<file path="src/rtl/cache_fill_controller.sv">
// Cache block fill controller: on a miss it issues eight word reads for the
// missing block and writes returned words into the data array, then the tag.
module cache_fill_controller #(
  parameter int ADDR_WIDTH      = 16,
  parameter int WORDS_PER_BLOCK = 8
) (
  input  logic                  clk,
  input  logic                  rst,
  input  logic                  miss_detected,
  input  logic [ADDR_WIDTH-1:0] miss_address,
  input  logic                  memory_data_valid,
  output logic                  fsm_busy,
  output logic                  mem_read_en,
  output logic [ADDR_WIDTH-1:0] memory_address,
  output logic                  write_data_array,
  output logic [2:0]            word_index,
  output logic                  write_tag_array,
  output logic                  fill_done
);

  localparam int         BLK_W     = ADDR_WIDTH - 4;
  localparam logic [2:0] LAST_WORD = 3'(WORDS_PER_BLOCK - 1);

  typedef enum logic {IDLE, FILL} state_e;

  state_e           state_q, state_d;
  logic [BLK_W-1:0] block_q, block_d;
  logic [2:0]       req_cnt_q, req_cnt_d;
  logic [2:0]       rx_cnt_q, rx_cnt_d;
  logic             req_done_q, req_done_d;

  // Byte offset within the block is implied by the word counters.
  logic unused_offset_bits;
  assign unused_offset_bits = ^miss_address[3:0];

  always_ff @(posedge clk) begin
    if (rst) begin
      state_q    <= IDLE;
      block_q    <= '0;
      req_cnt_q  <= '0;
      rx_cnt_q   <= '0;
      req_done_q <= 1'b0;
    end else begin
      state_q    <= state_d;
      block_q    <= block_d;
      req_cnt_q  <= req_cnt_d;
      rx_cnt_q   <= rx_cnt_d;
      req_done_q <= req_done_d;
    end
  end

  always_comb begin
    state_d          = state_q;
    block_d          = block_q;
    req_cnt_d        = req_cnt_q;
    rx_cnt_d         = rx_cnt_q;
    req_done_d       = req_done_q;
    fsm_busy         = 1'b0;
    mem_read_en      = 1'b0;
    memory_address   = '0;
    write_data_array = 1'b0;
    word_index       = '0;
    write_tag_array  = 1'b0;
    fill_done        = 1'b0;

    case (state_q)
      IDLE: begin
        if (miss_detected) begin
          block_d    = miss_address[ADDR_WIDTH-1:4];
          req_cnt_d  = '0;
          rx_cnt_d   = '0;
          req_done_d = 1'b0;
          state_d    = FILL;
        end
      end
      FILL: begin
        fsm_busy = 1'b1;
        // Request and receive sides advance independently; only valids
        // decide completion, so any memory latency is tolerated.
        if (!req_done_q) begin
          mem_read_en    = 1'b1;
          memory_address = {block_q, req_cnt_q, 1'b0};
          req_cnt_d      = req_cnt_q + 3'd1;
          if (req_cnt_q == LAST_WORD) req_done_d = 1'b1;
        end
        if (memory_data_valid) begin
          write_data_array = 1'b1;
          word_index       = rx_cnt_q;
          rx_cnt_d         = rx_cnt_q + 3'd1;
          if (rx_cnt_q == LAST_WORD) begin
            write_tag_array = 1'b1;
            fill_done       = 1'b1;
            state_d         = IDLE;
          end
        end
      end
      default: state_d = IDLE;
    endcase
  end

endmodule

</file>
<file path="config.mk">
export PLATFORM = sky130hd
export DESIGN_NAME = cache_fill_controller
export DESIGN_NICKNAME = d
export VERILOG_FILES = /design/src/rtl/cache_fill_controller.sv
export SDC_FILE = /design/constraint.sdc
export NUM_CORES = 1
export LEC_CHECK = 0
export BUFFER_PORTS_ARGS = -buffer_cell sky130_fd_sc_hd__buf_2
export CAP_MARGIN = 5
export CORE_UTILIZATION = 41
export CTS_BUF_LIST = sky130_fd_sc_hd__clkbuf_16
export CTS_CLUSTER_DIAMETER = 30
export DETAILED_ROUTE_END_ITERATION = 6
export PLACE_DENSITY = 0.75
export SLEW_MARGIN = 20
export SYNTH_ARGS = -nofsm -noshare
export SYNTH_HDL_FRONTEND = slang
export SYNTH_SLANG_ARGS = --single-unit
export TNS_END_PERCENT = 100
</file>
<file path="constraint.sdc">
create_clock -name clk -period 1.1 [get_ports clk]
set_input_delay 0.11 -clock clk [delete_from_list [all_inputs] [get_ports clk]]
set_output_delay 0.11 -clock clk [all_outputs]
set_load 0.005 [all_outputs]
</file>
==> reports/metrics.cfg <==
[run_status]
status = complete, but fails checks
violations = negative setup slack

[worst_hold_path]
hold_end = block_q[11]$_SDFFE_PP0P_
hp-class = primary input to flop
worst_hold_startpoint = miss_address[15]
holdPathStages = 3

[floorplan]
core_region_area_sq_um = 2250
start_util_pct = 44.6
die_y_um = 51.5
row_count = 17
io_pins = 44
die_width_um = 51.5
fp.dieArea_sq_um = 2650

[logic_synthesis]
synth.ff_latch_count = 20
synthesis.nets = 138
yosys_warnings = 0
yosys.area.top_type = dfxtp_1
syn_area_sq_um = 1000
synthTopCellsByArea = dfxtp_1 40%, and2_1 11%, a21oi_2 8.7%
synth_cells = 114
avgSynthCellArea_sq_um = 8.81
synth_top_area_share_pct = 39.9
seq_area_frac_synth_pct = 39.9
ys_types = 21

[power]
p_clk_share_pct = 47.1
p_leak_nw = 0.718
ir_drop_mv = 0.884
finalPower_mw = 2.11
power_frac_seq_pct = 36.9
p_comb_share_pct = 16.0
intPower_mw = 1.66
power.net_switching_mw = 0.454
switching_share_pct = 21.5
powerDensity_nw_per_um2 = 1290

[timing]
skew_ns = 0.00492
setup_violations = 39
period_share_pct = 120
rsz0062_at_grt = true
setup_slack_ns = -0.220
min_period_ns = 1.32
hold_viol_final = 0
worst_pin_slew_ns = 0.505
timing.hold.ws_ns = 0.0900
timing.fmax_mhz = 758
maxSlewHeadroom_pct = 66.3
slew_violations = 0

[placed_design]
dp_cells = 179
place.gp.congestion = 0.768
io_buffers = 38
dp_hpwl_um = 1480

[global_routing]
grt_pass1_vias = 910
grtUsageTotal_pct = 20.3
antenna_found_initial = 0
grt_max_degree = 21
grt_remaining_overflow = 0
grt_pass1_wl_um = 3970

[setup_path]
critical_path.max_fanout = 7
crit_chain = nor2b_4, buf_6, and2_1, buf_2
critPathLaunchType = flop
cp-end-kind = output pin
rr_startpoint = state_q$_SDFF_PP0_
rrSetupSlack_ns = -0.11
crit_slowest_cell = dfxtp_2
cp-startpoint = state_q$_SDFF_PP0_
critical_path_buf_inv_count = 2
cp_slowest_stage_delay_ns = 0.34
critical_path_arrival_ns = 1.21
path_delay_family = simple AND/OR/NAND/NOR gates
rr_worst_depth = 6
required_ns = 0.99
setup.worst_path.class = flop to output pin
r2r_end = block_q[3]$_SDFFE_PP0P_

[cts]
cts_made_buffers = 3
clock_path_buffers = 2
clk_pin_slew_ns = 0.06
cts_htree_levels = 1
cts_sinks = 20
cts_tree = yes
clk_latency_ns = 0.25
clockRootBuffer = clkbuf_16

[finish]
final_common_cell = buf_2
register_area_sq_um = 405
final_cell_mix = 23 x buf_2, 19 x buf_6, 16 x dfxtp_1
multi_input_area_sq_um = 658
stdcell_count = 188
syn_to_final_growth_pct = 63.5
postLayoutCoreUtil_pct = 72.9
drive_above_1_share_pct = 66.3
nNetsFinal = 185
nFillCells = 166
antenna_cells = 0

[route]
drt_pre_antenna_iters = 4
post_drt_wl_per_cell_um = 14.4
drc = 0
vias = 954
wirelength_um = 2720
viasPerCell = 5.07
dr.first_iter.drc_count = 26
antenna_left = 0

[run]
drv_cap = 0

through the flow:
stage,cell area (sq um),TNS (ns),setup slack (ns)
after floorplan,1010,0,0.00897
after global placement,1240,0,0.00536
after detailed placement,1240,-0.0365,-0.0365
after CTS,1530,-2.92,-0.183
after global routing,1640,-6.38,-0.254
final,1640,-4.55,-0.220
worst max-delay path by stage:
| stage | to | cells past startpoint | slack, ns |
|---|---|---|---|
| 4_1_cts | memory_address[14] | 4 | -0.18 |
| 3_5_place_dp | rx_cnt_q[2]$_SDFFE_PP0P_ | 4 | -0.04 |
| 3_3_place_gp | rx_cnt_q[2]$_SDFFE_PP0P_ | 4 | 0.005 |
| 6_report | memory_address[15] | 4 | -0.22 |
| 5_1_grt | memory_address[15] | 4 | -0.25 |
| 2_1_floorplan | rx_cnt_q[2]$_SDFFE_PP0P_ | 4 | 0.009 |
per-layer routing:
layer,vias to the layer above,global-route usage [%],part of all wire [%]
li1,465,-,-
met1,459,23.3,43
met2,26,36.1,53
met3,4,4.68,3.7
met4,0,7.66,0.77
met5,-,0,0
power by group through the flow:
stage          Sequential [mW]  Clock (mW)  Combinational, mW
4_1_cts                  0.779        1.00              0.289
3_5_place_dp             0.791           0              0.233
3_3_place_gp             0.789           0              0.227
5_1_grt                  0.784        1.04              0.364
2_1_floorplan            0.788           0              0.149
6_report                 0.781       0.996              0.337
state kept, by name, indices dropped and copies added, names as in the netlist:
| name | flops |
|---|---|
| req_cnt_q | 3 |
| state_q | 1 |
| block_q | 12 |
| req_done_q | 1 |
| rx_cnt_q | 3 |
final cells by class:
class / count / area share (%)
Clock buffer: 3 / 4.57
Clock inverter: 1 / 1.83
Multi-Input combinational cell: 85 / 40.1
Sequential cell: 20 / 24.7
Tap cell: 28 / 2.13
Timing Repair Buffer: 51 / 26.7
Yosys cell counts (all sizes together):
cell type and instances:
ha 4, mux2i 2, nor2 5, nor3 1, a22oi 3, o21ai 3, nand2b 2, nor2b 2
conb 1, buf 7, dfxtp 20, clkbuf 2, a21oi 15, and3 4, nand2 26, and2 17
cell families after synthesis:
group           after synthesis  share of synthesized area (%)
other cells                   1                          0.373
fa+ha+maj                     4                           4.98
simple gates                 57                           31.1
mux                           2                           1.99
flops                        20                           39.9
buf+inv                       9                           6.73
compound gates               21                           14.9
timing repair:
item,CTS,global route
hold buffers,0,0
setup buffers,3,2
pin swaps,13,8
gates cloned,1,1
gates resized for setup,34,21
endpoints found under the setup margin,26,42
worst min-delay path: stages:
cell and delay, ns:
buf_2 0.10, nand2_2 0.05, a21oi_2 0.04
Power figures use the tool's default switching activity.
